**src/rtl/frame_loader.sv**
```systemverilog
// frame_loader: assembles SPI bytes into pixels, writes them to the back buffer,
// and flips the front buffer once a complete, error-free frame has been loaded.
module frame_loader #(
    parameter int rows    = 8,
    parameter int columns = 32,
    parameter int width   = 24
) (
    input  logic                       clk,
    input  logic                       rst,
    input  logic [7:0]                 data,
    input  logic                       valid,
    input  logic                       sot,
    input  logic                       eot,
    input  logic                       flip_safe,
    output logic                       wen,
    output logic [$clog2(rows)-1:0]    wrow,
    output logic [$clog2(columns)-1:0] wcol,
    output logic [width-1:0]           wdata,
    output logic                       flip,
    output logic                       busy,
    output logic                       frame_err
);
    localparam int RW = $clog2(rows);
    localparam int CW = $clog2(columns);
    localparam logic [RW-1:0] LAST_ROW = RW'(rows - 1);
    localparam logic [CW-1:0] LAST_COL = CW'(columns - 1);

    typedef enum logic [1:0] {
        IDLE      = 2'd0,
        LOAD      = 2'd1,
        FLIP_WAIT = 2'd2
    } state_t;

    state_t            state_q, state_d;
    logic [1:0]        bcnt_q, bcnt_d;
    logic              full_q, full_d;
    logic              err_q, err_d;
    logic              flip_q, flip_d;
    logic              wen_q, wen_d;
    logic [width-1:0]  wdata_q, wdata_d;
    logic [width-1:0]  asm_q, asm_d;
    logic [RW-1:0]     row_q, row_d;
    logic [CW-1:0]     col_q, col_d;
    logic [width-1:0]  shifted;
    logic              at_last;

    assign shifted = {asm_q[width-9:0], data};
    assign at_last = (row_q == LAST_ROW) && (col_q == LAST_COL);

    always_comb begin
        state_d = state_q;
        bcnt_d  = bcnt_q;
        full_d  = full_q;
        err_d   = err_q;
        flip_d  = flip_q;
        wen_d   = 1'b0;
        wdata_d = wdata_q;
        asm_d   = asm_q;
        row_d   = row_q;
        col_d   = col_q;
        // Address moves on the cycle after each write and sticks at the last pixel.
        if (wen_q && !at_last) begin
            col_d = (col_q == LAST_COL) ? '0 : col_q + 1'b1;
            row_d = (col_q == LAST_COL) ? row_q + 1'b1 : row_q;
        end
        case (state_q)
            IDLE: begin
                if (valid && sot) begin
                    state_d = LOAD;
                    bcnt_d  = 2'd1;
                    asm_d   = shifted;
                    row_d   = '0;
                    col_d   = '0;
                    full_d  = 1'b0;
                    err_d   = 1'b0;
                end
            end
            LOAD: begin
                if (valid && sot) begin
                    err_d  = 1'b1;
                    bcnt_d = 2'd1;
                    asm_d  = shifted;
                    row_d  = '0;
                    col_d  = '0;
                    full_d = 1'b0;
                end else if (valid && full_q) begin
                    err_d = 1'b1;
                end else if (valid) begin
                    asm_d  = shifted;
                    bcnt_d = (bcnt_q == 2'd2) ? 2'd0 : bcnt_q + 2'd1;
                    if (bcnt_q == 2'd2) begin
                        wen_d   = 1'b1;
                        wdata_d = shifted;
                        full_d  = at_last;
                    end
                end
                // A byte arriving with eot is already folded into full_d/bcnt_d.
                if (eot) begin
                    if (full_d && bcnt_d == 2'd0 && !err_d) begin
                        state_d = FLIP_WAIT;
                    end else begin
                        state_d = IDLE;
                        err_d   = 1'b1;
                    end
                end
            end
            FLIP_WAIT: begin
                if (valid && sot) err_d = 1'b1;
                if (flip_safe) begin
                    flip_d  = ~flip_q;
                    state_d = IDLE;
                end
            end
            default: state_d = IDLE;
        endcase
    end

    always_ff @(posedge clk or negedge rst) begin
        if (!rst) begin
            state_q <= IDLE;
            bcnt_q  <= '0;
            full_q  <= 1'b0;
            err_q   <= 1'b0;
            flip_q  <= 1'b0;
            wen_q   <= 1'b0;
            wdata_q <= '0;
            asm_q   <= '0;
            row_q   <= '0;
            col_q   <= '0;
        end else begin
            state_q <= state_d;
            bcnt_q  <= bcnt_d;
            full_q  <= full_d;
            err_q   <= err_d;
            flip_q  <= flip_d;
            wen_q   <= wen_d;
            wdata_q <= wdata_d;
            asm_q   <= asm_d;
            row_q   <= row_d;
            col_q   <= col_d;
        end
    end

    assign wen       = wen_q;
    assign wrow      = row_q;
    assign wcol      = col_q;
    assign wdata     = wdata_q;
    assign flip      = flip_q;
    assign busy      = (state_q != IDLE);
    assign frame_err = err_q;
endmodule

```
**config.mk**
```make
export PLATFORM = sky130hd
export DESIGN_NAME = frame_loader
export DESIGN_NICKNAME = d
export VERILOG_FILES = /design/src/rtl/frame_loader.sv
export SDC_FILE = /design/constraint.sdc
export NUM_CORES = 1
export LEC_CHECK = 0
export ABC_CLOCK_PERIOD_IN_PS = 1700
export CAP_MARGIN = 15
export CELL_PAD_IN_SITES_DETAIL_PLACEMENT = 0
export CELL_PAD_IN_SITES_GLOBAL_PLACEMENT = 1
export CORE_UTILIZATION = 35
export CTS_CLUSTER_SIZE = 40
export DETAILED_ROUTE_END_ITERATION = 16
export GPL_TIMING_DRIVEN = 0
export PLACE_DENSITY_LB_ADDON = 0.1
export SETUP_SLACK_MARGIN = 0.15
export SYNTH_ARGS = -nofsm -noshare
export SYNTH_HDL_FRONTEND = slang
export SYNTH_SLANG_ARGS = --single-unit
```
**constraint.sdc**
```tcl
create_clock -name clk -period 1.7 [get_ports clk]
set_input_delay 0.51 -clock clk [delete_from_list [all_inputs] [get_ports clk]]
set_output_delay 0.51 -clock clk [all_outputs]
set_load 0.01 [all_outputs]
```
After elaboration in Yosys (flattened, before gate mapping) --
Cells that the tools add are included.
Storage, ports and cells: flip-flop bits (word level) 56, logic and storage cells 90
Cells by class: add/subtract/negate cells 3, eq/ne operators 11, muxes and demuxes 43, bitwise gates (word level) 3, reductions and logical operators 20
Operator list (count):
- $mux W16 | 4
- $pmux W16 S2 | 1
- $mux W5 | 4
- $mux W2 | 9
- $mux W1 | 17
- $mux W3 | 4
- $ne A2 B2 Y1 const B | 4
- $logic_and A1 B1 Y1 | 6
- $ne A3 B3 Y1 const B | 2
- $pmux W2 S3 | 1
- $reduce_and A3 Y1 | 2
- $add A5 B1 Y5 const B | 1
- $eq A5 B5 Y1 const B | 1
- $reduce_and A5 Y1 | 1
- $eq A2 B2 Y1 const B | 2
- $logic_not A2 Y1 | 2
- $pmux W2 S2 | 1
- $reduce_and A2 Y1 | 2
- $reduce_and A4 Y1 | 1
- $reduce_bool A2 Y1 | 2
- $add A3 B1 Y3 const B | 1
- $eq A3 B3 Y1 const B | 1
- $not A1 Y1 | 3
- $pmux W1 S3 | 1
- other kinds (6) | 7

Logic depth before layout (Yosys ltp) --
word-level depth 12, mapped depth 7

Least setup slack after synthesis --
No wires, ideal clock.
kind register -> register, start register state_q[0], end register asm_q[0], data arrival time 1641 ps, data required time 1575 ps, setup slack -65 ps, stages on the path, launching flop included 8, path buffers 2, period minus slack after synthesis 1765 ps, cells stage by stage dfrtp_1 > inv_1 > ha_1 > buf_4 > nor2_1 > o221ai_2 > buf_6 > mux2_2
Between the ends: cells in the longest elaborated chain, start to end 3, elaborated cells between the ends (all ways) 8, classes of those cells eq/ne: 4; mux: 1; reduce/logical: 3
Ends and longest elaborated chain:
- start, declared | RTL line 34 | state_t state_q, state_d;
- start signal, assigned | RTL line 131 | state_q <= state_d;
- $eq A2 B1 Y1 / $logic_not A2 Y1 (equally long branches) | RTL line 66 | case (state_q)
- $ne A3 B3 Y1 (no source line), or another cell as far along
- $reduce_and A4 Y1 (no source line)
- end signal, assigned | RTL line 138 | asm_q <= asm_d;
- end, declared | RTL line 41 | logic [width-1:0] asm_q, asm_d;
Several ways; a longest one is shown, not always the timed one. A chain may end at the register's enable or synchronous reset.

Final worst setup path --
start register state_q[0], end output port busy
Between the ends: cells in the longest elaborated chain, start to end 1
Ends and longest elaborated chain:
- $reduce_bool A2 Y1 | RTL line 149 | assign busy = (state_q != IDLE);
- end, declared | RTL line 20 | output logic busy,
No other way between the ends.

==> flow_metrics.env <==
export IMPL_finalMaxSlewViolations=0
export IMPL_leakage_nw=1.98
export IMPL_max_slew_worst_pin_slew_ps=468
export IMPL_grt_usage=0.157
export IMPL_synth_compound_area_share=0.0682
export IMPL_die_x_um=87.0
export IMPL_cts_root_buf="clkbuf_8"
export IMPL_place_inst=328
export IMPL_outcome="complete, but fails checks"
export IMPL_vias=1743
export IMPL_synth_top_area_frac=0.554
export IMPL_fillerInstances=617
export IMPL_die_area_um2=7580
export IMPL_timing_rr_start="state_q[0]"
export IMPL_wl_per_cell_um=14.7
export IMPL_crit_path_end_kind="output port"
export IMPL_synth_edff_count=0
export IMPL_clk_insertion_delay_late_ps=310
export IMPL_synthAdderAreaFrac=0.0346
export IMPL_fmax_ghz=0.581
export IMPL_grt_remaining_overflow=0
export IMPL_ant_nets=0
export IMPL_synth_area_leader_cell="dfrtp_1"
export IMPL_path_class="register to output port"
export IMPL_first_global_vias=1758
export IMPL_critPathMaxFanout=6
export IMPL_gp_congestion=0.735
export IMPL_ir_worst_vdd_uv=737
export IMPL_regToRegEndpoint="asm_q[2]"
export IMPL_synthTopCellsByArea="dfrtp_1, mux2_4, mux2_2"
export IMPL_whs_ps=138
export IMPL_core_area_um2=6910
export IMPL_synth_seq_cells=56
export IMPL_yosys_area_share_simple=0.0786
export IMPL_synth_fp_nets=204
export IMPL_cp_slowest_cell="dfrtp_1"
export IMPL_crit_arrival_ps=1210
export IMPL_comb_power_share=0.398
export IMPL_register_area_um2=1400
export IMPL_totalWireLength_um=5440
export IMPL_fin_crit_sh=1.01
export IMPL_die_h_um=87.0
export IMPL_max_stage_delay_ps=420
export IMPL_cts_made_buffers=5
export IMPL_drc=0
export IMPL_switchingPower_mw=1.45
export IMPL_layout_drive_gt1_share=0.462
export IMPL_clkPwrFrac=0.184
export IMPL_grt_max_degree=39
export IMPL_violations="negative setup slack"
export IMPL_start_util=0.366
export IMPL_timing_final_ws_setup_ps=-19.8
export IMPL_synth_most_common_cell="dfrtp_1"
export IMPL_synth_area_per_cell_um2=13.8
export IMPL_path_cells="inv_2, ha_4, buf_8, inv_6, buf_6"
export IMPL_p_sw_frac=0.298
export IMPL_multiInputGateArea_um2=1270
export IMPL_rows=30
export IMPL_internal_power_mw=3.41
export IMPL_ys_seq_area_frac=0.554
export IMPL_r2r_slack_ps=-10
export IMPL_fin_cells=371
export IMPL_nets=295
export IMPL_sequentialPowerShare=0.417
export IMPL_synth_main_ff_cell="dfrtp_1"
export IMPL_rsz0062_at_grt="yes"
export IMPL_syn_to_final_growth_pct=53.2
export IMPL_ys_types=37
export IMPL_relSlewSlack=0.688
export IMPL_cap_viol_max_count=0
export IMPL_drt_pass1_iterations=4
export IMPL_grt_pass1_wl_um=8910
export IMPL_synthXorXnorAreaFrac=0.00692
export IMPL_hold_buffers=0
export IMPL_cts_sinks=56
export IMPL_cts_tree="built"
export IMPL_hp_class="input pin to asynchronous set/reset pin"
export IMPL_start_kind="register"
export IMPL_fin_crit_ps=1720
export IMPL_cts_clk_slew_worst_paths_ps=100
export IMPL_synth_top_family_by_area="multiplexers"
export IMPL_rr_worst_depth=6
export IMPL_powerDensity_nw_per_um2=1250
export IMPL_netlist_instances=183
export IMPL_yosys_warnings=0
export IMPL_setup_violations=8
export IMPL_hold_viol_final=0
export IMPL_antenna_found_initial=0
export IMPL_worstPathRequired_ps=1190
export IMPL_antennaDiodeCount=0
export IMPL_skew_ps=4.24
export IMPL_crit_buf_inv=4
export IMPL_cts_buffer_depth=2
export IMPL_synth_async_sr_flop_share=1.00
export IMPL_drtIter0Drc=64
export IMPL_htreeDepth=2
export IMPL_crit_family="flip-flops"
export IMPL_finalPower_mw=4.86
export IMPL_numPortBuffers=48
export IMPL_finalSetupTns_ps=-53.1
export IMPL_vias_per_cell=4.70
export IMPL_synthTopCellsByCount="dfrtp_1, mux2_2, mux2_4"
export IMPL_synth_area_mux_share=0.226
export IMPL_syn_cell_area_um2=2530
export IMPL_dp_hpwl_um=3330
export IMPL_pin_count=50
-- worst max-delay path by stage --
stage                     cells past startpoint  slack [ps]        to  startpoint
after global placement                        1       -1810  wdata[4]         rst
after global routing                          5         -70      busy  state_q[1]
final                                         5         -20      busy  state_q[0]
after detailed placement                      4        -470   wcol[3]         sot
after CTS                                     5         -40      busy  state_q[1]
after floorplan                               6          70  asm_q[0]  state_q[1]
-- cells in the final DEF (no fill, tap or decap), drive strengths merged, types with 2 or more instances in the layout --
cell / count
nand3: 4
dlygate4sd2: 24
nor3: 2
clkdlybuf4s50: 10
o21ai: 8
mux2: 41
buf: 45
o211ai: 2
clkdlybuf4s15: 9
nand3b: 2
dfrtp: 56
mux2i: 4
a21oi: 6
ha: 7
inv: 8
nor2: 12
nand2: 6
and2b: 2
clkbuf: 8
-- per-stage QoR --
| stage | worst slack, ps | area (um^2) | util |
|---|---|---|---|
| 2_1_floorplan | 71.6 | 2610 | - |
| 6_report | -19.8 | 3880 | 0.561 |
| 3_5_place_dp | -466 | 3220 | 0.466 |
| 5_1_grt | -65.3 | 3880 | 0.561 |
| 4_1_cts | -35.6 | 3640 | 0.527 |
| 3_3_place_gp | -1810 | 3210 | 0.464 |
-- registers in the layout, summed over array words and instances (netlist names) --
name       flops
frame_err      1
bcnt_q         2
wen            1
asm_q         16
flip           1
state_q        2
wdata         24
full_q         1
wrow           3
wcol           5
-- layer usage --
metal  vias to the layer above  part of all wire  global-route usage
li1                        843                 -                   -
met1                       866              0.46               0.203
met3                         6             0.037              0.0417
met2                        28              0.49               0.258
met5                         -                 0                   0
met4                         0             0.012              0.0455
-- power by group through the flow --
stage	logic, mW	clock network [mW]	registers, mW
floorplan	0.863	0	2.09
global placement	1.55	0	2.06
detailed placement	1.56	0	2.06
CTS	1.62	0.930	2.02
global route	2.08	0.981	2.09
finish	1.93	0.895	2.03
-- cell families (layout without fill, tap and decap cells) --
logic type / after synthesis / in the layout
AO/OA/AOI/OAI: 25 / 25
adder cells (fa/ha/maj): 7 / 7
buffers and inverters: 13 / 105
AND/OR/NAND/NOR: 35 / 35
XOR/XNOR: 2 / 2
multiplexers: 45 / 45
flip-flops: 56 / 56
-- cell type report --
| type | count | area share |
|---|---|---|
| tap | 96 | 0.0310 |
| timing repair buffer | 84 | 0.216 |
| clock buffer | 6 | 0.0187 |
| sequential | 56 | 0.362 |
| buffer | 6 | 0.0248 |
| inverter | 7 | 0.00871 |
| multi-input combinational | 114 | 0.328 |
| clock inverter | 2 | 0.0100 |
-- what timing repair did --
action                                  4_1_cts  5_1_grt
gates resized for setup                      80       46
buffers inserted                             22       10
gates cloned                                  2        1
pin swaps                                     6       15
endpoints found under the setup margin       89       64
(Power assumes the default switching activity.)
